`config.mk`:
```
export PLATFORM = sky130hd
export DESIGN_NAME = lcd_pixel_source_flat
export DESIGN_NICKNAME = d
export VERILOG_FILES = /design/src/rtl/lcd_pkg.sv /design/src/rtl/lcd_pixel_source_if.sv /design/src/rtl/lcd_pattern_lut.sv /design/src/rtl/lcd_pixel_source.sv /design/src/flat_wrapper.sv
export SDC_FILE = /design/constraint.sdc
export NUM_CORES = 1
export LEC_CHECK = 0
export BUFFER_PORTS_ARGS = -buffer_cell sky130_fd_sc_hd__buf_2
export CAP_MARGIN = 5
export CORE_MARGIN = 8
export CORE_UTILIZATION = 40
export DETAILED_ROUTE_END_ITERATION = 16
export GPL_TIMING_DRIVEN = 0
export SYNTH_ARGS = -nofsm -noshare
export SYNTH_HDL_FRONTEND = slang
export SYNTH_SLANG_ARGS = --single-unit
```
`constraint.sdc`:
```
create_clock -name clk -period 3.2 [get_ports clk]
set_input_delay 0.64 -clock clk [delete_from_list [all_inputs] [get_ports clk]]
set_output_delay 0.64 -clock clk [all_outputs]
set_load 0.02 [all_outputs]
```
`src/rtl/lcd_pkg.sv`:
```
// lcd_pkg: RGB565 colours, pattern select and FSM state types shared by the LCD pixel path.
package lcd_pkg;

    localparam logic [15:0] C_WHITE   = 16'hFFFF;
    localparam logic [15:0] C_YELLOW  = 16'hFFE0;
    localparam logic [15:0] C_CYAN    = 16'h07FF;
    localparam logic [15:0] C_GREEN   = 16'h07E0;
    localparam logic [15:0] C_MAGENTA = 16'hF81F;
    localparam logic [15:0] C_RED     = 16'hF800;
    localparam logic [15:0] C_BLUE    = 16'h001F;
    localparam logic [15:0] C_BLACK   = 16'h0000;

    typedef enum logic [1:0] {PAT_SOLID, PAT_BARS, PAT_CHECK, PAT_GRAD} pattern_e;

    typedef enum logic [1:0] {ST_IDLE, ST_LOAD, ST_STREAM} state_e;

    function automatic logic [15:0] bar_color(input logic [2:0] idx);
        case (idx)
            3'd0:    return C_WHITE;
            3'd1:    return C_YELLOW;
            3'd2:    return C_CYAN;
            3'd3:    return C_GREEN;
            3'd4:    return C_MAGENTA;
            3'd5:    return C_RED;
            3'd6:    return C_BLUE;
            default: return C_BLACK;
        endcase
    endfunction

endpackage

```
`src/rtl/lcd_pixel_source_if.sv`:
```
// lcd_pixel_source_if: valid/ready RGB565 pixel stream with frame/line markers.
//   master: drives pix_valid, pix_data, pix_sof, pix_eol, pix_eof; samples pix_ready
//   slave : samples the stream; drives pix_ready
interface lcd_pixel_source_if;
    logic        pix_valid;
    logic        pix_ready;
    logic [15:0] pix_data;
    logic        pix_sof;
    logic        pix_eol;
    logic        pix_eof;
    modport master (output pix_valid, pix_data, pix_sof, pix_eol, pix_eof, input pix_ready);
    modport slave  (input pix_valid, pix_data, pix_sof, pix_eol, pix_eof, output pix_ready);
endinterface

```
`src/rtl/lcd_pattern_lut.sv`:
```
// lcd_pattern_lut: combinational test-pattern colour generator.
//   pattern     : selected pattern
//   x_cell      : x[7:3] of the pixel (8-pixel column cell / gradient level)
//   y_cell      : y[3] of the pixel (8-line row cell parity)
//   bar_idx     : colour-bar index of the pixel
//   solid_color : colour for the solid pattern
//   rgb         : RGB565 result
module lcd_pattern_lut
    import lcd_pkg::*;
(
    input  pattern_e    pattern,
    input  logic [4:0]  x_cell,
    input  logic        y_cell,
    input  logic [2:0]  bar_idx,
    input  logic [15:0] solid_color,
    output logic [15:0] rgb
);
    always_comb
        rgb = (pattern == PAT_SOLID) ? solid_color :
              (pattern == PAT_BARS)  ? bar_color(bar_idx) :
              (pattern == PAT_CHECK) ? ((x_cell[0] ^ y_cell) ? C_BLACK : C_WHITE) :
                                       {x_cell, 11'b0};
endmodule

```
`src/rtl/lcd_pixel_source.sv`:
```
// lcd_pixel_source: emits one frame of a selectable test pattern per start request.
//   clk, resetn             : clock, asynchronous active-low reset
//   start, abort            : one-cycle frame request / frame drop
//   pattern, solid_color    : pattern select and solid colour, latched at start
//   pix (master)            : pixel stream to the LCD writer
//   busy, frame_done        : frame in progress / one-cycle end-of-frame pulse
module lcd_pixel_source
    import lcd_pkg::*;
#(
    parameter int H_ACTIVE = 240,
    parameter int V_ACTIVE = 135,
    parameter int BAR_W    = 30
) (
    input  logic               clk,
    input  logic               resetn,
    input  logic               start,
    input  logic               abort,
    input  logic [1:0]         pattern,
    input  logic [15:0]        solid_color,
    lcd_pixel_source_if.master pix,
    output logic               busy,
    output logic               frame_done
);
    localparam logic [8:0] X_LAST   = 9'(H_ACTIVE - 1);
    localparam logic [7:0] Y_LAST   = 8'(V_ACTIVE - 1);
    localparam logic [8:0] BAR_LAST = 9'(BAR_W - 1);

    state_e      state_q, state_d;
    pattern_e    pattern_q, pattern_d;
    logic [15:0] color_q, color_d;
    logic [8:0]  x_q, x_d;
    logic [7:0]  y_q, y_d;
    logic [8:0]  bar_cnt_q, bar_cnt_d;
    logic [2:0]  bar_idx_q, bar_idx_d;
    logic [15:0] pix_data_q, pix_data_d;
    logic        pix_valid_q, pix_valid_d;
    logic        pix_sof_q, pix_sof_d;
    logic        pix_eol_q, pix_eol_d;
    logic        pix_eof_q, pix_eof_d;
    logic        busy_q, busy_d;
    logic        frame_done_q, frame_done_d;
    logic        xfer, nxt_sof, nxt_eol, nxt_eof;
    logic [15:0] rgb;

    assign xfer    = pix_valid_q && pix.pix_ready;
    assign nxt_sof = (x_d == '0) && (y_d == '0);
    assign nxt_eol = (x_d == X_LAST);
    assign nxt_eof = nxt_eol && (y_d == Y_LAST);

    // Coordinates of the pixel to be presented next; the LUT colours that pixel
    // so pix_data is always registered one step ahead of the counters.
    always_comb begin
        x_d       = x_q;
        y_d       = y_q;
        bar_cnt_d = bar_cnt_q;
        bar_idx_d = bar_idx_q;
        if (state_q == ST_IDLE && start) begin
            x_d       = '0;
            y_d       = '0;
            bar_cnt_d = '0;
            bar_idx_d = '0;
        end else if (state_q == ST_STREAM && xfer && !pix_eof_q) begin
            if (x_q == X_LAST) begin
                x_d       = '0;
                y_d       = y_q + 8'd1;
                bar_cnt_d = '0;
                bar_idx_d = '0;
            end else begin
                x_d       = x_q + 9'd1;
                bar_cnt_d = (bar_cnt_q == BAR_LAST) ? '0 : bar_cnt_q + 9'd1;
                bar_idx_d = (bar_cnt_q == BAR_LAST) ? bar_idx_q + 3'd1 : bar_idx_q;
            end
        end
    end

    lcd_pattern_lut u_lut (
        .pattern     (pattern_q),
        .x_cell      (x_d[7:3]),
        .y_cell      (y_d[3]),
        .bar_idx     (bar_idx_d),
        .solid_color (color_q),
        .rgb         (rgb)
    );

    always_comb begin
        state_d      = state_q;
        pattern_d    = pattern_q;
        color_d      = color_q;
        pix_data_d   = pix_data_q;
        pix_valid_d  = pix_valid_q;
        pix_sof_d    = pix_sof_q;
        pix_eol_d    = pix_eol_q;
        pix_eof_d    = pix_eof_q;
        busy_d       = busy_q;
        frame_done_d = 1'b0;
        case (state_q)
            ST_IDLE: if (start) begin
                state_d   = ST_LOAD;
                pattern_d = pattern_e'(pattern);
                color_d   = solid_color;
                busy_d    = 1'b1;
            end
            ST_LOAD: begin
                state_d     = ST_STREAM;
                pix_valid_d = 1'b1;
                pix_data_d  = rgb;
                pix_sof_d   = nxt_sof;
                pix_eol_d   = nxt_eol;
                pix_eof_d   = nxt_eof;
            end
            ST_STREAM: if (xfer) begin
                if (pix_eof_q) begin
                    state_d      = ST_IDLE;
                    pix_valid_d  = 1'b0;
                    pix_sof_d    = 1'b0;
                    pix_eol_d    = 1'b0;
                    pix_eof_d    = 1'b0;
                    busy_d       = 1'b0;
                    frame_done_d = 1'b1;
                end else begin
                    pix_data_d = rgb;
                    pix_sof_d  = nxt_sof;
                    pix_eol_d  = nxt_eol;
                    pix_eof_d  = nxt_eof;
                end
            end
            default: state_d = ST_IDLE;
        endcase
        // Abort overrides everything, including a start in the same cycle.
        if (abort) begin
            state_d      = ST_IDLE;
            pix_valid_d  = 1'b0;
            pix_sof_d    = 1'b0;
            pix_eol_d    = 1'b0;
            pix_eof_d    = 1'b0;
            busy_d       = 1'b0;
            frame_done_d = 1'b0;
        end
    end

    always_ff @(posedge clk or negedge resetn) begin
        if (!resetn) begin
            state_q      <= ST_IDLE;
            pattern_q    <= PAT_SOLID;
            color_q      <= '0;
            x_q          <= '0;
            y_q          <= '0;
            bar_cnt_q    <= '0;
            bar_idx_q    <= '0;
            pix_data_q   <= '0;
            pix_valid_q  <= 1'b0;
            pix_sof_q    <= 1'b0;
            pix_eol_q    <= 1'b0;
            pix_eof_q    <= 1'b0;
            busy_q       <= 1'b0;
            frame_done_q <= 1'b0;
        end else begin
            state_q      <= state_d;
            pattern_q    <= pattern_d;
            color_q      <= color_d;
            x_q          <= x_d;
            y_q          <= y_d;
            bar_cnt_q    <= bar_cnt_d;
            bar_idx_q    <= bar_idx_d;
            pix_data_q   <= pix_data_d;
            pix_valid_q  <= pix_valid_d;
            pix_sof_q    <= pix_sof_d;
            pix_eol_q    <= pix_eol_d;
            pix_eof_q    <= pix_eof_d;
            busy_q       <= busy_d;
            frame_done_q <= frame_done_d;
        end
    end

    assign pix.pix_valid = pix_valid_q;
    assign pix.pix_data  = pix_data_q;
    assign pix.pix_sof   = pix_sof_q;
    assign pix.pix_eol   = pix_eol_q;
    assign pix.pix_eof   = pix_eof_q;
    assign busy          = busy_q;
    assign frame_done    = frame_done_q;
endmodule

```
`src/flat_wrapper.sv`:
```
// flat-port wrapper written by rule: the top's interface ports become plain ports
module lcd_pixel_source_flat import lcd_pkg::*;
#(
    parameter int H_ACTIVE = 240,
    parameter int V_ACTIVE = 135,
    parameter int BAR_W    = 30
)
  (clk, resetn, start, abort, pattern, solid_color, busy, frame_done, pix_pix_valid, pix_pix_data, pix_pix_sof, pix_pix_eol, pix_pix_eof, pix_pix_ready);
  lcd_pixel_source_if pix_i ();
  input  logic clk;
  input  logic resetn;
  input  logic start;
  input  logic abort;
  input  logic [1:0] pattern;
  input  logic [15:0] solid_color;
  output logic busy;
  output logic frame_done;
  output wire logic [$bits(pix_i.pix_valid)-1:0] pix_pix_valid;
  output wire logic [$bits(pix_i.pix_data)-1:0] pix_pix_data;
  output wire logic [$bits(pix_i.pix_sof)-1:0] pix_pix_sof;
  output wire logic [$bits(pix_i.pix_eol)-1:0] pix_pix_eol;
  output wire logic [$bits(pix_i.pix_eof)-1:0] pix_pix_eof;
  input wire logic [$bits(pix_i.pix_ready)-1:0] pix_pix_ready;
  assign pix_pix_valid = pix_i.pix_valid;
  assign pix_pix_data = pix_i.pix_data;
  assign pix_pix_sof = pix_i.pix_sof;
  assign pix_pix_eol = pix_i.pix_eol;
  assign pix_pix_eof = pix_i.pix_eof;
  assign pix_i.pix_ready = pix_pix_ready;
  lcd_pixel_source #(.H_ACTIVE(H_ACTIVE), .V_ACTIVE(V_ACTIVE), .BAR_W(BAR_W)) u_core (.clk(clk), .resetn(resetn), .start(start), .abort(abort), .pattern(pattern), .solid_color(solid_color), .pix(pix_i), .busy(busy), .frame_done(frame_done));
endmodule
```
Yosys cells after proc, flatten, opt, wreduce, memory -nomap -nowiden
Cells that the tools add are included.
Widths: inputs -> output; s select.
- reductions and logical operators: 22
- muxes and demuxes: 50
- equality and inequality tests: 19
- bitwise logic cells: 1
- add/sub/neg operators: 4
- operator list (cell ; count):
    $pmux 16 s7 ; 1
    $mux 16 ; 6
    $mux 9 ; 7
    $pmux 16 s2 ; 1
    $mux 8 ; 3
    $add 9x1->9 const B ; 2
    $eq 9x8->1 const B ; 2
    $mux 1 ; 18
    $mux 3 ; 4
    $pmux 1 s2 ; 5
    $eq 3x3->1 const B ; 3
    $eq 9x5->1 const B ; 1
    $logic_not 9->1 ; 1
    $reduce_and 3->1 ; 3
    $add 8x1->8 const B ; 1
    $eq 8x8->1 const B ; 1
    $logic_not 8->1 ; 1
    $mux 2 ; 4
    $eq 3x2->1 const B ; 2
    $logic_and 1x1->1 ; 6
    $ne 3x2->1 const B ; 2
    $pmux 2 s3 ; 1
    $reduce_bool 3->1 ; 2
    $eq 2x1->1 const B ; 2
    other kinds (13) ; 17
- output and inout bits: 22
- flip-flop bits (word level): 71
- logic and storage cells: 110

Logic depth before layout (Yosys ltp)
Gate-level depths: netlist (run 1).
- word-level depth: 13
- depth in mapped cells: 10

By module
A second synthesis (run 1) with hierarchy kept.
- cell total of the unflattened synthesis: 394
- area total of the unflattened synthesis: 3832.4 µm²
- by module, submodules not included (module ; times used ; area an instance (µm²) ; cells each ; seq. area each (µm²)):
    lcd_pixel_source ; 1 ; 3493.4 ; 354 ; 1776.7
    lcd_pattern_lut ; 1 ; 339.1 ; 40 ; 0.0

Worst setup path after synthesis (run 1)
OpenSTA, ideal clock, no wires.
- kind: input -> register
- from: in pix_pix_ready
- to: reg u_core.pix_data_q[5], in the netlist u_core.pix.pix_data[5]
- path slack: 888 ps
- library setup time: 121 ps
- cell stages on the path: 6
- data required time: 3079 ps
- arrival: 2191 ps
- buffers on the path: 0
- cells stage by stage: nand4b_2 nor4_4 mux2i_1 xor2_1 o211ai_2 o22a_1
- longest elaborated chain between the ends: 13
- elaborated cells between the ends (all ways): 27
- RTL lines (item ; line ; text):
    start: declaration ; flat_wrapper.sv:23 ; input wire logic [$bits(pix_i.pix_ready)-1:0] pix_pix_ready;
    $logic_and 1x1->1 * ; lcd_pixel_source.sv:45 ; assign xfer = pix_valid_q && pix.pix_ready;
    branches (longest 12 deep; another with $pmux 16 s7) ; n/a ;
    end signal: assignment ; lcd_pixel_source.sv:165 ; pix_data_q <= pix_data_d;
    end: declaration ; lcd_pixel_source.sv:35 ; logic [15:0] pix_data_q, pix_data_d;
Mark *: on every way between the ends. The select of a mux whose other input is x is not followed.
A chain may end at the register's enable or synchronous reset.

Final worst setup path (run 1)
- from: reg u_core.state_q[0]
- to: reg u_core.pix_eof_q, in the netlist u_core.pix.pix_eof
- longest elaborated chain between the ends: 11
- elaborated cells between the ends (all ways): 20
- RTL lines (item ; line ; text):
    start: declaration ; lcd_pixel_source.sv:28 ; state_e state_q, state_d;
    start signal: assignment ; lcd_pixel_source.sv:158 ; state_q <= state_d;
    $eq 2x2->1 ; lcd_pixel_source.sv:62 ; end else if (state_q == ST_STREAM && xfer && !pix_eof_q) begin
    $logic_and 1x1->1 (2 in a row) ; lcd_pixel_source.sv:62 ;
    $mux 9 ; lcd_pixel_source.sv:62 ;
    $mux 9 * ; lcd_pixel_source.sv:57 ; if (state_q == ST_IDLE && start) begin
    via u_core.u_lut.x_cell[2] ; lcd_pattern_lut.sv:12 ; input logic [4:0] x_cell,
    $eq 9x8->1 * ; lcd_pixel_source.sv:47 ; assign nxt_eol = (x_d == X_LAST);
    $logic_and 1x1->1 * ; lcd_pixel_source.sv:48 ; assign nxt_eof = nxt_eol && (y_d == Y_LAST);
    $mux 1 ; lcd_pixel_source.sv:112 ; if (pix_eof_q) begin
    $mux 1 ; lcd_pixel_source.sv:111 ; ST_STREAM: if (xfer) begin
    $pmux 1 s2 * ; lcd_pixel_source.sv:96 ; case (state_q)
    $mux 1 * ; lcd_pixel_source.sv:130 ; if (abort) begin
    end signal: assignment ; lcd_pixel_source.sv:169 ; pix_eof_q <= pix_eof_d;
    end: declaration ; lcd_pixel_source.sv:39 ; logic pix_eof_q, pix_eof_d;
Mark *: on every way through the listed nets, which the timed path passes. The rest lies on a longest branch. The select of a mux whose other input is x is not followed.

==> qor.csv, run 1 <==
stage,metric,value,unit
run,Max Cap Viol,0,
setup_path,cells along the critical path,inv_1 > ha_1 > buf_2 > and4b_1 > buf_2 > and3_1 > nor2_1 > a211oi_2 > nand4_1 > o31ai_1,
synthesis,post-synth top area cell,dfrtp_1,
place,Final Wtd Congestion,0.873,
setup_path,CP required,3.46,ns
worst_hold_path,type of the worst min-delay path,input pin to asynchronous set/reset pin,
global_route,GRT Total Usage,14.9,%
sta,FMAX,0.369,GHz
global_route,most used routing layer in global routing,met2,
place,number of I/O port buffers,44,
sta,post-route minimum period,2.71,ns
setup_path,Worst EP arrival,2.97,ns
sta,RSZ-0062 raised after global routing,no,
clocking,deepest clock path buffer count,2,
clocking,Setup Buffers After CTS,0,
die,die height,113,um
die,row count,35,
die,area of the die,12800,sq um
layout,layout cells sized above 1,16.1,%
detailed_routing,DRC,0,
synthesis,synth unique cells,50,
sta,skew final,0.00984,ns
setup_path,CP max FO,10,
synthesis,top cell type's share of synthesized area,47.3,%
synthesis,Gate Count Post-Synth,416,
clocking,Clock Latency Late Sink,0.35,ns
synthesis,mapped cell area,3760,sq um
setup_path,crit-path max cell delay,0.42,ns
synthesis,syn avg cell area,9.03,sq um
place,dpl hpwl,6.53,mm
synthesis,async set-reset flop share out of synthesis,100,%
detailed_routing,Via Count,3163,
sta,Slew Limit Fails,0,
setup_path,CP Class,flop to flop,
die,starting density of the core,40.9,%
setup_path,type of origin of the critical path,flop,
power,P_int,1.75,mW
global_route,met2 usage in global routing,24.1,%
layout,area delta synth->final,16.3,%
die,CORE AREA,9200,sq um
clocking,CTS root buffer,clkbuf_8,
sta,final setup TNS,0,ns
outcome,status,completed,
power,worst vdd ir,0.000206,V
clocking,CTS Buf Count,9,
synthesis,register area share after synthesis,47.3,%
synthesis,Synth top cells by count,"nand2_1, dfrtp_1, nor2_1",
setup_path,R2R setup slack,0.49,ns
global_route,grt met3 use,2.77,%
setup_path,crit path max-delay cell type,dfrtp_1,
sta,Least-Margin Pin Slew,0.618,ns
power,Clock Power Share,31.4,%
clocking,"Hold-fix buffers, CTS",0,
global_route,largest net degree at the start of global routing,72,
sta,Slew Limit Headroom,58.8,%
power,Sw Share,32.8,%
clocking,H-tree depth,3,
synthesis,Main synth FF type,dfrtp_1,
sta,hold_ws,0.275,ns
die,IO Count,45,
power,Psw,0.856,mW
setup_path,worst path bufs/invs,3,
layout,Final nets,504,
clocking,post_cts resized,0,
global_route,initial antenna violation count,0,
power,Design Power,2.61,mW
global_route,first-pass GRT wire length,15.4,mm
detailed_routing,first-pass iteration count of the detailed router,5,
power,Combinational Power Share,25.1,%
detailed_routing,Detail Route Antenna Nets,0,
power,Reg power frac,43.5,%
clocking,clock-pin slew on the worst setup and hold paths,0.08,ns
detailed_routing,routed length per instance,15.6,um
detailed_routing,Post-Route WL,9.20,mm
synthesis,number of synthesized flops with an enable pin,0,
sta,Final Hold Fails,0,
synthesis,most frequent cell after synthesis,nand2_1,
synthesis,syn nets,448,
power,Leak Pwr,2.04,nW
layout,FILL cells,907,
global_route,met1 usage,19.3,%
sta,Final Cycle Share,84.8,%
die,Die W,113,um
global_route,vias in the first global route,3059,
setup_path,Worst path top cell family by delay,simple AND/OR/NAND/NOR gates,
detailed_routing,drt initial violations,254,
power,pwr/cell area,598,nW/um^2
synthesis,synth top area cells,"dfrtp_1, nand2_1, nor2_1",
synthesis,Yosys reg bits,71,
layout,ant diodes,0,
detailed_routing,DR vias/cell,5.38,
synthesis,yosys warns,0,
sta,Setup Viol. Count Final,0,
global_route,GRT overflow,0,
setup_path,crit-path most repeated cell,buf_2,
clocking,CTS tree,done,
clocking,clk sinks,71,
setup_path,crit end category,flop,
through the flow:
stage	setup WS, ns	std cells	utilization [%]	cell area [sq um]
final	0.487	588	47.5	4370
after CTS	0.514	588	47.5	4370
after detailed placement	0.428	572	45.1	4150
after floorplan	0.888	416	-	3760
after global routing	0.259	588	47.5	4370
after global placement	0.438	571	44.8	4120
layout make-up:
| class | instances | area, sq um | area share (%) |
|---|---|---|---|
| multi-input cells | 315 | 1860 | 42.5 |
| flip-flops and latches | 71 | 1780 | 40.7 |
| repair buffers | 45 | 250 | 5.73 |
| clock buffers | 11 | 141 | 3.24 |
| well taps | 111 | 139 | 3.18 |
| plain buffers | 21 | 88.8 | 2.03 |
| clock inverters | 5 | 81.3 | 1.86 |
| inverters | 9 | 33.8 | 0.773 |
power groups by stage:
stage	combinational [mW]	sequential, mW	clock (mW)
3_5_place_dp	0.669	1.16	0
6_report	0.656	1.14	0.820
4_1_cts	0.671	1.14	0.838
5_1_grt	0.733	1.16	0.870
2_1_floorplan	0.300	1.27	0
3_3_place_gp	0.652	1.15	0
worst paths after layout:
kind / start / end / depth (start not counted)
hold / removal: resetn / u_core.pix.pix_data[7]$_DFFE_PN0P_ / 2
max in group asynchronous: resetn / u_core.y_q[0]$_DFF_PN0_ / 2
hold reg to reg: u_core.color_q[9]$_DFFE_PN0P_ / u_core.color_q[9]$_DFFE_PN0P_ / 2
setup / recovery: u_core.state_q[0]$_DFFE_PN0P_ / u_core.pix.pix_eof$_DFFE_PN0P_ / 10
min in group clk: u_core.color_q[9]$_DFFE_PN0P_ / u_core.color_q[9]$_DFFE_PN0P_ / 2
setup reg to reg: u_core.state_q[0]$_DFFE_PN0P_ / u_core.pix.pix_eof$_DFFE_PN0P_ / 10
per-layer routing:
layer | wire, um | up-vias | part of all wire, %
li1 | - | 1562 | -
met1 | 4340 | 1522 | 47
met2 | 4290 | 70 | 47
met3 | 464 | 9 | 5.0
met4 | 99 | 0 | 1.1
met5 | 0 | - | 0
registers in the layout (all words and copies together) (netlist names):
signal,flops
u_core.color_q,16
u_core.busy,1
u_core.pix.pix_valid,1
u_core.pix.pix_eof,1
u_core.frame_done,1
u_core.pix.pix_sof,1
u_core.pattern_q,2
u_core.x_q,9
u_core.pix.pix_eol,1
u_core.bar_idx_q,3
u_core.state_q,2
u_core.y_q,8
u_core.pix.pix_data,16
u_core.bar_cnt_q,9
cells in the final DEF, fill, tap and decap left out, types with 8 or more instances in the layout:
| cell type | n |
|---|---|
| a21oi_1 | 13 |
| a31oi_1 | 8 |
| and2_1 | 17 |
| and3_1 | 11 |
| buf_2 | 50 |
| clkbuf_1 | 11 |
| clkbuf_8 | 10 |
| dfrtp_1 | 71 |
| ha_1 | 9 |
| inv_1 | 9 |
| nand2_1 | 78 |
| nand3_1 | 14 |
| nand4_1 | 9 |
| nor2_1 | 36 |
| nor3_1 | 11 |
| o21ai_0 | 24 |
| o22a_1 | 11 |
| xor2_1 | 10 |
kinds of logic (layout without fill, tap and decap cells):
group | Yosys count | in the layout | synth area share, %
AO/OA/AOI/OAI | 81 | 81 | 14.5
XOR/XNOR | 16 | 16 | 3.73
multiplexers | 3 | 3 | 0.799
buffers and inverters | 30 | 91 | 3.26
flip-flops | 71 | 71 | 47.3
AND/OR/NAND/NOR | 206 | 206 | 27.4
adder cells (fa/ha/maj) | 9 | 9 | 3.00
(Power assumes the default switching activity.)
==> run 2: changes to the inputs <==
ABC_AREA = 1   (was unset)
clock period = 2.65 ns   (was 3.2 ns; I/O delays follow)
==> run 2 against run 1 <==
- critical path depth fell by 2
- worst hold slack got worse by 0.22 ns
- combinational power rose to 2.8 times the previous value
- wire length rose by 2.1%
- global-route usage rose by 0.50 points
- first-iteration DRC count fell by 28%
- sequential share of layout area fell by 2.3 points
- final area rose by 6.0%
- synthesized area rose by 6.3%
- critical path type unchanged
- largest cell class unchanged
==> qor.csv, run 2 <==
stage,metric,value,unit,change
synthesis,Synth top cells by count,"nand2_1, inv_1, dfrtp_1",,
clocking,deepest clock path buffer count,2,,unchanged
sta,post-route minimum period,2.41,ns,-0.305 ns
power,Design Power,4.34,mW,+66%
place,Setup WS pre-CTS,0.287,ns,-0.141 ns
die,CORE AREA,9730,sq um,+5.8%
synthesis,most frequent cell after synthesis,nand2_1,,
synthesis,yosys warns,0,,unchanged
outcome,status,completed,,
layout,Final nets,630,,+25%
sta,final setup TNS,0,ns,unchanged
place,placed inst area,4410,sq um,+6.4%
clocking,clock-pin slew on the worst setup and hold paths,0.08,ns,about the same
clocking,post_cts resized,0,,unchanged
synthesis,mapped cell area,3990,sq um,+6.3%
power,Leak Pwr,2.46,nW,+20%
detailed_routing,Post-Route WL,9.39,mm,+2.1%
clocking,CTS root buffer,clkbuf_8,,
die,die height,116,um,+2.7%
detailed_routing,drt initial violations,183,,-28%
run,Max Cap Viol,0,,unchanged
clocking,clk sinks,71,,unchanged
synthesis,Gate Count Post-Synth,542,,+30%
sta,Least-Margin Pin Slew,0.640,ns,+0.0228 ns
synthesis,top cell type's share of synthesized area,44.5,%,-2.8 points
layout,Layout Utilization,47.6,%,+0.072 points
setup_path,Worst EP arrival,2.69,ns,-0.28 ns
setup_path,crit end category,flop,,
global_route,largest net degree at the start of global routing,55,,-24%
sta,Final WS setup,0.242,ns,-0.245 ns
layout,ant diodes,0,,unchanged
setup_path,cells on worst reg2reg path,8,,-2
setup_path,CP Capture Point,u_core.color_q[1]$_DFFE_PN0P_,,
setup_path,reg2reg end,u_core.color_q[1]$_DFFE_PN0P_,,
setup_path,CP Class,flop to flop,,
detailed_routing,DRC,0,,unchanged
clocking,H-tree depth,3,,unchanged
synthesis,post-synth top area cell,dfrtp_1,,
synthesis,synth unique cells,34,,-32%
global_route,first-pass GRT wire length,16.5,mm,+7.1%
setup_path,CP required,2.93,ns,-0.53 ns
setup_path,R2R setup slack,0.24,ns,-0.24 ns
clocking,Clock Latency Late Sink,0.35,ns,about the same
die,row count,36,,+2.9%
detailed_routing,Detail Route Antenna Nets,0,,unchanged
sta,skew final,0.0121,ns,+0.00226 ns
synthesis,async set-reset flop share out of synthesis,100,%,unchanged
place,Final Wtd Congestion,0.852,,-2.4%
power,pwr/cell area,938,nW/um^2,+57%
synthesis,Yosys reg bits,71,,unchanged
layout,FILL cells,993,,+9.5%
synthesis,synth top area cells,"dfrtp_1, nand2_1, inv_1",,
sta,Final Hold Fails,0,,unchanged
sta,FMAX,0.415,GHz,+13%
layout,"commonest non-fill, non-tap cell in the layout",nand2_1,,
detailed_routing,Via Count,3449,,+9.0%
place,dpl hpwl,7.09,mm,+8.6%
sta,Slew Limit Fails,0,,unchanged
sta,Slew Limit Headroom,57.2,%,-1.7 points
die,starting density of the core,41.0,%,+0.19 points
global_route,GRT overflow,0,,unchanged
global_route,GRT Total Usage,15.4,%,+0.50 points
clocking,CTS Buf Count,9,,unchanged
synthesis,register area share after synthesis,44.5,%,-2.8 points
power,worst vdd ir,0.000508,V,+150%
die,IO Count,45,,unchanged
sta,Final Cycle Share,90.9,%,+6.1 points
synthesis,syn avg cell area,7.37,sq um,-18%
layout,"Design Area, Final",4630,sq um,+6.0%
place,number of I/O port buffers,44,,unchanged
setup_path,CP Launch Point,u_core.state_q[0]$_DFFE_PN0P_,,
setup_path,CP max FO,10,,unchanged
synthesis,syn nets,574,,+28%
global_route,initial antenna violation count,0,,unchanged
setup_path,reg2reg start,u_core.state_q[0]$_DFFE_PN0P_,,
synthesis,number of synthesized flops with an enable pin,0,,unchanged
worst_hold_path,type of the worst min-delay path,input pin to asynchronous set/reset pin,,
clocking,Setup Buffers After CTS,0,,unchanged
sta,RSZ-0062 raised after global routing,no,,
clocking,"Hold-fix buffers, CTS",0,,unchanged
detailed_routing,first-pass iteration count of the detailed router,4,,-1
global_route,vias in the first global route,3524,,+15%
layout,most frequent cells in the layout,"nand2_1, inv_1, dfrtp_1, nor2_1, nand3_1",,
layout,area delta synth->final,15.9,%,
synthesis,Main synth FF type,dfrtp_1,,
layout,layout cells sized above 1,16.9,%,+0.80 points
die,area of the die,13400,sq um,+5.4%
sta,Setup Viol. Count Final,0,,unchanged
setup_path,type of origin of the critical path,flop,,
detailed_routing,DR vias/cell,4.69,,-13%
detailed_routing,routed length per instance,12.8,um,-18%
clocking,CTS tree,done,,
die,Die W,116,um,+2.7%
==> run 2: cell types whose count changed after synthesis, sizes merged, moves of 8 or more <==
cell,before,now
o21ai,26,16
and3,11,0
or2,2,13
nand3,15,55
o22a,11,0
nor3,11,3
and2,17,0
inv,9,87
nor2,36,60
nand2,78,176
==> run 2: how the worst min path moves through the flow <==
| stage | start | end | slack, ns | cells past startpoint |
|---|---|---|---|---|
| after floorplan | resetn | u_core.bar_cnt_q[0]$_DFFE_PN0P_ | 0.23 | 0 |
| after global placement | u_core.pix.pix_eol$_DFFE_PN0P_ | u_core.pix.pix_eol$_DFFE_PN0P_ | 0.46 | 2 |
| after detailed placement | resetn | u_core.x_q[8]$_DFF_PN0_ | 0.44 | 1 |
| after CTS | resetn | u_core.bar_cnt_q[2]$_DFFE_PN0P_ | 0.06 | 1 |
| after global routing | resetn | u_core.bar_cnt_q[2]$_DFFE_PN0P_ | 0.06 | 1 |
| final | resetn | u_core.bar_cnt_q[2]$_DFFE_PN0P_ | 0.05 | 1 |
==> run 2: per-layer routing <==
metal	vias to the layer above	share of wire (%)	track usage (%)
li1	1792	-	-
met1	1585	47	19.7
met2	68	48	25.1
met3	4	4.7	4.17
met4	0	0.62	3.72
met5	-	0	0
==> run 2: logic make-up after synthesis <==
group                      count (synthesis)  share of synthesized area (%)
and+or+nand+nor                          317                           35.7
xor gates and xnor gates                   3                          0.658
adders and majority gates                  9                           2.82
buffers and inverters                     98                           9.71
DFF                                       71                           44.5
AOI/OAI and AO/OA                         44                           6.58
==> run 2: final cells by class <==
class | count | area, sq um | share of cell area [%]
buffer | 11 | 61.3 | 1.32
inverter | 87 | 327 | 7.05
tap | 133 | 166 | 3.59
sequential | 71 | 1780 | 38.4
clock buffer | 10 | 138 | 2.97
multi-input combinational | 373 | 1830 | 39.5
clock inverter | 5 | 81.3 | 1.76
timing repair buffer | 45 | 250 | 5.41
==> run 2: where the power goes <==
group	internal [mW]	switching, mW
sequential	1.39	0.161
clock	0.552	0.422
combinational	0.627	1.19
total	2.57	1.77
==> run 2: stage by stage <==
step,cells,hold slack [ns]
floorplan,542,0.234
global placement,719,0.463
detailed placement,720,0.436
CTS,735,0.0578
global route,735,0.0571
finish,735,0.0526
==> run 2: worst max-delay path: stages (launching register included) <==
cell	delay (ns)
dfrtp_1	0.38
inv_1	0.08
ha_1	0.26
nand2_2	0.17
buf_1	0.49
buf_2	0.35
buf_1	0.38
nand2_1	0.10
nand2_1	0.10
==> run 3: changes to the inputs <==
BUFFER_PORTS_ARGS = -buffer_cell sky130_fd_sc_hd__buf_4   (was -buffer_cell sky130_fd_sc_hd__buf_2)
CTS_CLUSTER_SIZE = 14   (was unset)
==> run 3 against run 2 <==
- clock power shrank 8.7%
- worst setup slack gained 0.0028 ns
- sequential cell count is the same
- maximum frequency grew 0.12%
- count of clock-buffer cells in the layout is the same
- total power is essentially flat
- die area is the same
- final cell count is the same
- critical path depth is the same
==> qor.csv, run 3 (synthesis gave the netlist of run 2 again) <==
stage,metric,value,unit,change
sta,skew final,0.0128,ns,+0.000707 ns
layout,area delta synth->final,17.3,%,
global_route,met2 usage in global routing,23.5,%,-1.7 points
power,Reg power frac,35.9,%,about the same
detailed_routing,DR vias/cell,4.73,,+0.72%
layout,layout cells sized above 1,16.8,%,-0.17 points
setup_path,Worst EP arrival,2.70,ns,about the same
global_route,GRT Total Usage,15.0,%,-0.40 points
detailed_routing,drt initial violations,232,,+27%
sta,FMAX,0.416,GHz,+0.12%
setup_path,cells along the critical path,inv_1 > ha_1 > nand2_2 > buf_1 > buf_2 > buf_1 > nand2_1 > nand2_1,,
sta,RSZ-0062 raised after global routing,no,,
place,number of I/O port buffers,44,,unchanged
run,Max Cap Viol,0,,unchanged
place,Setup WS pre-CTS,0.299,ns,+0.0113 ns
clocking,clk sinks,71,,unchanged
setup_path,crit end category,flop,,
place,Final Wtd Congestion,0.866,,+1.7%
sta,Slew Limit Headroom,40.6,%,-17 points
power,Psw,1.80,mW,+1.9%
sta,Final Hold Fails,0,,unchanged
clocking,post_cts resized,0,,unchanged
global_route,met1 usage,19.7,%,about the same
layout,most frequent cells in the layout,"nand2_1, inv_1, dfrtp_1, nor2_1, nand3_1",,
clocking,"Hold-fix buffers, CTS",0,,unchanged
setup_path,CP max FO,10,,unchanged
power,Combinational Power Share,43.6,%,+1.8 points
setup_path,CP required,2.94,ns,about the same
setup_path,CP Class,flop to flop,,
outcome,status,completed,,
clocking,CTS tree,done,,
layout,Final Instance Count excl. Fillers,735,,unchanged
detailed_routing,Via Count,3474,,+0.72%
global_route,largest net degree at the start of global routing,72,,+31%
sta,Slew Limit Fails,0,,unchanged
setup_path,reg2reg start,u_core.state_q[0]$_DFFE_PN0P_,,
clocking,CTS root buffer,clkbuf_8,,
clocking,deepest clock path buffer count,2,,unchanged
sta,final setup TNS,0,ns,unchanged
power,pwr/cell area,927,nW/um^2,-1.2%
die,row count,36,,unchanged
layout,Final nets,629,,-0.16%
setup_path,crit-path max cell delay,0.50,ns,about the same
setup_path,type of origin of the critical path,flop,,
detailed_routing,first-pass iteration count of the detailed router,5,,+1
clocking,CTS Buf Count,9,,unchanged
global_route,vias in the first global route,3400,,-3.5%
global_route,most used routing layer in global routing,met2,,
detailed_routing,Detail Route Antenna Nets,0,,unchanged
power,Clock Power Share,20.5,%,-1.9 points
clocking,clock-pin slew on the worst setup and hold paths,0.08,ns,about the same
detailed_routing,DRC,0,,unchanged
power,Leak Pwr,2.47,nW,+0.35%
setup_path,CP Launch Point,u_core.state_q[0]$_DFFE_PN0P_,,
sta,Setup Viol. Count Final,0,,unchanged
setup_path,cells on worst reg2reg path,8,,unchanged
place,dpl hpwl,6.94,mm,-2.1%
sta,Least-Margin Pin Slew,0.890,ns,+0.250 ns
worst_hold_path,type of the worst min-delay path,input pin to asynchronous set/reset pin,,
die,die height,116,um,unchanged
die,area of the die,13400,sq um,unchanged
clocking,Setup Buffers After CTS,0,,unchanged
place,placed insts,719,,-0.14%
detailed_routing,routed length per instance,12.7,um,-0.99%
setup_path,reg2reg end,u_core.color_q[1]$_DFFE_PN0P_,,
layout,ant diodes,0,,unchanged
die,Die W,116,um,unchanged
global_route,first-pass GRT wire length,16.0,mm,-3.0%
die,CORE AREA,9730,sq um,unchanged
clocking,H-tree depth,3,,unchanged
layout,FILL cells,987,,-0.60%
clocking,Clock Latency Late Sink,0.36,ns,about the same
global_route,initial antenna violation count,0,,unchanged
power,P_int,2.54,mW,-1.2%
detailed_routing,Post-Route WL,9.30,mm,-0.99%
layout,"commonest non-fill, non-tap cell in the layout",nand2_1,,
die,IO Count,45,,unchanged
global_route,GRT overflow,0,,unchanged
setup_path,CP Capture Point,u_core.color_q[1]$_DFFE_PN0P_,,
global_route,grt met3 use,4.17,%,unchanged
sta,Final WS setup,0.245,ns,+0.00277 ns
power,Sw Share,41.5,%,+0.74 points
sta,Final Cycle Share,90.8,%,-0.10 points
die,starting density of the core,41.0,%,unchanged
setup_path,crit path max-delay cell type,buf_1,,
sta,post-route minimum period,2.41,ns,-0.00277 ns
power,worst vdd ir,0.000658,V,+30%
setup_path,R2R setup slack,0.24,ns,about the same
## run 3: cell types whose count changed in the layout (fill, tap and decap cells not counted), sizes merged
| cell | previous run | this run |
|---|---|---|
| clkinvlp | 1 | 2 |
| bufinv | 2 | 1 |
| buf | 51 | 50 |
| inv | 88 | 89 |
## run 3: worst max-delay path, delay by kind of cell, from the launching register on
family                   cells  cell delay [ns]
adder cells (fa/ha/maj)      1             0.26
AND/OR/NAND/NOR              3             0.37
buffers and inverters        4             1.31
flip-flops                   1             0.38
## run 3: power by group through the flow
stage	Sequential, mW	Combinational (mW)	Clock (mW)
4_1_cts	1.56	1.92	0.910
6_report	1.56	1.90	0.890
2_1_floorplan	1.72	1.14	0
3_3_place_gp	1.57	1.89	0
5_1_grt	1.60	2.14	0.950
3_5_place_dp	1.58	1.92	0
## run 3: area by class of cell
cell class,instances,area [sq um],share of cell area [%]
flip-flops and latches,71,1780,37.9
inverters,87,327,6.97
well taps,133,166,3.55
plain buffers,11,61.3,1.31
clock buffers,10,128,2.72
clock inverters,6,67.6,1.44
repair buffers,44,330,7.05
multi-input cells,373,1830,39.0
## run 3: how the worst min path moves through the flow
| stage | start | to | slack, ns | depth (start not counted) |
|---|---|---|---|---|
| finish | resetn | u_core.y_q[0]$_DFF_PN0_ | 0.29 | 1 |
| global route | abort | u_core.frame_done$_DFF_PN0_ | 0.33 | 2 |
| CTS | abort | u_core.frame_done$_DFF_PN0_ | 0.33 | 2 |
| detailed placement | u_core.color_q[12]$_DFFE_PN0P_ | u_core.color_q[12]$_DFFE_PN0P_ | 0.47 | 2 |
| global placement | u_core.color_q[0]$_DFFE_PN0P_ | u_core.color_q[0]$_DFFE_PN0P_ | 0.46 | 2 |
| floorplan | resetn | u_core.bar_cnt_q[0]$_DFFE_PN0P_ | 0.23 | 0 |
## run 3: per-layer routing
layer | up-vias | share of wire, %
met3 | 13 | 5.5
met1 | 1569 | 48
met5 | - | 0
met4 | 0 | 1.3
li1 | 1796 | -
met2 | 96 | 45
## run 3: through the flow
stage	hold slack [ns]	power [mW]	cell area (sq um)	utilization, %
2_1_floorplan	0.234	2.86	3990	-
3_3_place_gp	0.464	3.46	4490	46.2
3_5_place_dp	0.468	3.50	4490	46.2
4_1_cts	0.334	4.39	4690	48.2
5_1_grt	0.335	4.69	4690	48.2
6_report	0.290	4.34	4690	48.2
